==> config.mk <==
export PLATFORM = sky130hd
export DESIGN_NAME = par_local_inject_arbiter
export DESIGN_NICKNAME = d
export VERILOG_FILES = /design/src/rtl/par_local_inject_arbiter.sv
export SDC_FILE = /design/constraint.sdc
export NUM_CORES = 1
export LEC_CHECK = 0
export ABC_AREA = 1
export BUFFER_PORTS_ARGS = -buffer_cell sky130_fd_sc_hd__buf_2
export CAP_MARGIN = 20
export CORE_ASPECT_RATIO = 0.7
export CORE_UTILIZATION = 45
export DETAILED_ROUTE_END_ITERATION = 8
export HOLD_SLACK_MARGIN = 0.08
export PLACE_DENSITY = 0.91
export SETUP_SLACK_MARGIN = 0.5
export SLEW_MARGIN = 20
export SYNTH_ARGS = -nofsm -noshare
export SYNTH_HDL_FRONTEND = slang
export SYNTH_SLANG_ARGS = --single-unit
export TNS_END_PERCENT = 30
==> constraint.sdc <==
create_clock -name clk -period 2.9 [get_ports clk]
set_clock_uncertainty 0.15 [all_clocks]
set_input_delay 0.58 -clock clk [delete_from_list [all_inputs] [get_ports clk]]
set_output_delay 0.58 -clock clk [all_outputs]
set_load 0.005 [all_outputs]
==> src/rtl/par_local_inject_arbiter.sv <==
// Round-robin arbiter sharing one router local injection port between N_REQ requesters.
// Single-entry registered output stage with valid/busy handshakes on both sides.

`ifndef PAYLOAD_SIZE
`define PAYLOAD_SIZE 24
`endif
`ifndef ADDR_BITS
`define ADDR_BITS 8
`endif

module par_local_inject_arbiter #(
  parameter int unsigned N_REQ  = 4,
  parameter int unsigned ID_W   = 2,
  parameter int unsigned DATA_W = `PAYLOAD_SIZE + `ADDR_BITS,
  parameter int unsigned CNT_W  = 20
) (
  input  logic                    clk,
  input  logic                    reset,
  input  logic                    enable,
  input  logic [N_REQ-1:0]        req_valid,
  input  logic [N_REQ*DATA_W-1:0] req_data,
  output logic [N_REQ-1:0]        req_busy,
  output logic [DATA_W-1:0]       out_data,
  output logic                    out_valid,
  input  logic                    out_busy,
  output logic [ID_W-1:0]         grant_id,
  output logic [CNT_W-1:0]        pkt_count
);

  typedef enum logic {EMPTY, FULL} state_t;

  state_t              state_q, state_d;
  logic [DATA_W-1:0]   data_q, data_d;
  logic [ID_W-1:0]     gid_q, gid_d;
  logic [ID_W-1:0]     rr_q, rr_d;
  logic [CNT_W-1:0]    cnt_q, cnt_d;

  logic                can_load;
  logic                any_req;
  logic                grant;
  logic [ID_W-1:0]     winner;
  logic [DATA_W-1:0]   win_data;

  assign can_load = !reset && enable && ((state_q == EMPTY) || !out_busy);
  assign any_req  = |req_valid;
  assign grant    = can_load && any_req;

  // Scan offsets from farthest to nearest so the nearest valid requester after rr_q wins.
  always_comb begin
    int unsigned idx;
    winner = '0;
    idx    = 0;
    for (int unsigned k = N_REQ; k >= 1; k--) begin
      idx = int'(rr_q) + k;
      if (idx >= N_REQ) idx = idx - N_REQ;
      for (int unsigned i = 0; i < N_REQ; i++) begin
        if ((i == idx) && req_valid[i]) winner = ID_W'(i);
      end
    end
  end

  always_comb begin
    win_data = '0;
    for (int unsigned i = 0; i < N_REQ; i++) begin
      if (winner == ID_W'(i)) win_data = req_data[i*DATA_W +: DATA_W];
    end
  end

  always_comb begin
    req_busy = '1;
    for (int unsigned i = 0; i < N_REQ; i++) begin
      req_busy[i] = !(grant && (winner == ID_W'(i)));
    end
  end

  always_comb begin
    state_d = state_q;
    data_d  = data_q;
    gid_d   = gid_q;
    rr_d    = rr_q;
    cnt_d   = cnt_q;
    if (grant) begin
      state_d = FULL;
      data_d  = win_data;
      gid_d   = winner;
      rr_d    = winner;
      cnt_d   = cnt_q + CNT_W'(1);
    end else if ((state_q == FULL) && !out_busy) begin
      state_d = EMPTY;
    end
  end

  always_ff @(posedge clk) begin
    if (reset) begin
      state_q <= EMPTY;
      data_q  <= '0;
      gid_q   <= '0;
      rr_q    <= ID_W'(N_REQ - 1);
      cnt_q   <= '0;
    end else begin
      state_q <= state_d;
      data_q  <= data_d;
      gid_q   <= gid_d;
      rr_q    <= rr_d;
      cnt_q   <= cnt_d;
    end
  end

  assign out_valid = (state_q == FULL);
  assign out_data  = data_q;
  assign grant_id  = gid_q;
  assign pkt_count = cnt_q;

endmodule

==> impl_metrics.csv <==
group,metric,value,unit
detailed_routing,drc,0,
cells_and_area,syn2layout_area_growth,44.3,%
grt,grt_overflow,0,
floorplan,initial_utilization,0.472,
detailed_routing,detail_route.first_pass.iterations,5,
cells_and_area,n_antenna_cell,0,
flow_run,maxCapViolations,0,
detailed_routing,antenna_left,0,
clocking,cts_tree,"yes",
clocking,cts.path.max_buffers,2,
logic_synthesis,synthesis.nets,704,
grt,grt_pass1_vias,4144,
timing,worstMarginPinSlew,0.470,ns
clocking,cts_max_level,3,
setup_path,r2r_slack,0.40,ns
logic_synthesis,yosys_warnings,0,
grt,track_usage,0.290,
cells_and_area,finalNetCount,910,
grt,grt_pass1_wl,18.5,mm
setup_path,cp.arrival,1.94,ns
hold_path,hp-class,"reg2reg",
floorplan,die_h,75.8,microns
timing,slew_viol_final,0,
timing,finalCritPeriodShare,0.920,
detailed_routing,routed_wl,12.6,mm
setup_path,cp-startpoint,"rr_q[1]",
cells_and_area,drive_above_1_share,0.361,
setup_path,worstReg2RegEnd,"out_data[26]",
setup_path,crit_fanout,6,
setup_path,timing.rr.start,"rr_q[0]",
placed_design,placedCellCount,840,
floorplan,die_x,107,microns
placed_design,numPortBuffers,194,
logic_synthesis,ys_ff_latch,57,
grt,grt_max_degree,42,
setup_path,end_kind,"primary output",
clocking,cts_hold_buffers,0,
placed_design,post-dp-hpwl,8.75,mm
detailed_routing,vias_per_cell,5.34,
clocking,numCtsBuffers,9,
timing,finalSetupViolCount,0,
placed_design,finalWeightedCongestion,0.954,
clocking,cts.sinks,57,
clocking,cts.reportedPaths.clkPinSlew,0.07,ns
status,outcome,"completed",
timing,tns,0,ns
timing,slew_headroom,0.687,
pwr,peakVddDrop,0.225,mV
detailed_routing,wl_per_cell,14.3,microns
logic_synthesis,synth-seq-area-share,0.326,
pwr,p_leak,2.63,nW
clocking,insertion_delay,0.34,ns
logic_synthesis,ys_types,28,
setup_path,worstSetupPathType,"reg2out",
setup_path,crit_required,2.17,ns
floorplan,ios,195,
timing,fmax,375,MHz
setup_path,cp-start-kind,"flop",
logic_synthesis,syn_avg_cell_area,6.17,sq um
detailed_routing,vias,4681,
detailed_routing,drt-initial-drc-count,395,
cells_and_area,layout_commonest_cell,"buf_2",
pwr,power.density,481,nW/um^2
timing,hold-worst-slack,0.312,ns
timing,period_needed,2.67,ns
logic_synthesis,synth_area,3500,sq um
timing,hold_violations,0,
floorplan,coreArea,7420,sq um
setup_path,r2r_cells,22,
placed_design,place_area,4550,sq um
floorplan,die_area,8140,sq um
clocking,cts_root_buf,"clkbuf_8",
cells_and_area,fin_cells,876,
cells_and_area,final_area,5050,sq um
floorplan,fp-row-count,26,
logic_synthesis,syn_inst,567,
grt,grt_antenna_before_repair,0,
timing,rsz0062_at_grt,"true",
cells_and_area,final_cell_mix,"193 x buf_2, 156 x nand2_1, 73 x nand3_1",
setup_path,endpoint,"req_busy[0]",
-- repair_timing --
item	CTS	global route
gates cloned	0	3
setup buffers	12	5
gates resized for setup	30	23
pin swaps	4	6
setup endpoints to repair	37	42
-- worst max-delay path, stage by stage, from the launching register on --
cell and delay (ns):
dfxtp_4 0.39, buf_6 0.14, nand3_2 0.09, nand2_1 0.08, nand2_1 0.06, nand2_1 0.05
nand2_1 0.05, nand2_1 0.06, nand2_1 0.05, nand2_1 0.05, nand2_1 0.06, nand2_2 0.09
nand2_4 0.11, nor2_8 0.14, nand2_4 0.06, buf_6 0.12
-- registers in the layout, summed over array words and instances, names as in the netlist --
name and cells:
grant_id 2, out_data 32, pkt_count 20, rr_q 2
out_valid 1
-- synth_stat cells --
cell / number / area (sq um)
nand2_1: 159 / 597
nand3_1: 81 / 405
inv_1: 61 / 229
dfxtp_1: 57 / 1140
o21ai_0: 54 / 270
a21oi_1: 49 / 245
clkbuf_1: 19 / 71.3
nand4_1: 17 / 106
nor2_1: 16 / 60.1
buf_2: 8 / 40.0
nor3_1: 8 / 40.0
or2_2: 6 / 37.5
buf_6: 5 / 56.3
buf_4: 4 / 30.0
inv_2: 4 / 15.0
o21ai_1: 3 / 15.0
and3_1: 2 / 12.5
nand2_2: 2 / 12.5
nor3_2: 2 / 20.0
o211ai_1: 2 / 15.0
a31oi_2: 1 / 12.5
clkbuf_2: 1 / 5.00
ha_1: 1 / 12.5
nor2_8: 1 / 20.0
nor3b_1: 1 / 7.51
nor4_1: 1 / 6.26
o21a_1: 1 / 7.51
xor2_1: 1 / 8.76
-- metrics by stage --
stage	util	setup WS (ns)	power, mW
finish	0.681	0.232	2.43
global route	0.681	0.112	2.58
CTS	0.660	0.270	2.34
detailed placement	0.613	0.162	1.64
global placement	0.613	0.221	1.62
floorplan	-	0.454	1.39
-- routing by layer --
layer  share of wire  GRT usage
met4           0.023      0.114
met5               0          0
met2            0.48      0.515
met3           0.093     0.0650
met1            0.41      0.348
-- kinds of logic after synthesis --
kind of cell    synth area share
compound gates             0.162
flops                      0.326
fa+ha+maj                0.00357
simple gates               0.379
buf+inv                    0.128
xor+xnor                 0.00250
-- worst min path at each step --
stage | depth (start not counted) | end | startpoint | slack, ns
after detailed placement | 2 | out_data[12] | out_data[12] | 0.30
after global routing | 2 | out_data[12] | out_data[12] | 0.33
after floorplan | 2 | grant_id[0] | grant_id[0] | 0.31
after CTS | 2 | out_data[12] | out_data[12] | 0.31
after global placement | 2 | out_data[18] | out_data[18] | 0.30
final | 2 | grant_id[0] | grant_id[0] | 0.31
-- report_power, final --
| part | internal, mW | switching (mW) | total, mW | leakage (nW) |
|---|---|---|---|---|
| Combinational | 0.410 | 0.533 | 0.943 | 2.09 |
| Clock | 0.303 | 0.323 | 0.626 | 0.0818 |
| Sequential | 0.830 | 0.0298 | 0.860 | 0.464 |
-- cell type report --
| cell class | count | area (sq um) |
|---|---|---|
| sequential | 57 | 1150 |
| multi-input combinational | 408 | 2010 |
| fill | 650 | 2370 |
| timing repair buffer | 232 | 1350 |
| clock inverter | 6 | 35.0 |
| clock buffer | 10 | 128 |
| tap | 98 | 123 |
| inverter | 65 | 258 |
Note: power is estimated with default switching activity, not from simulation.
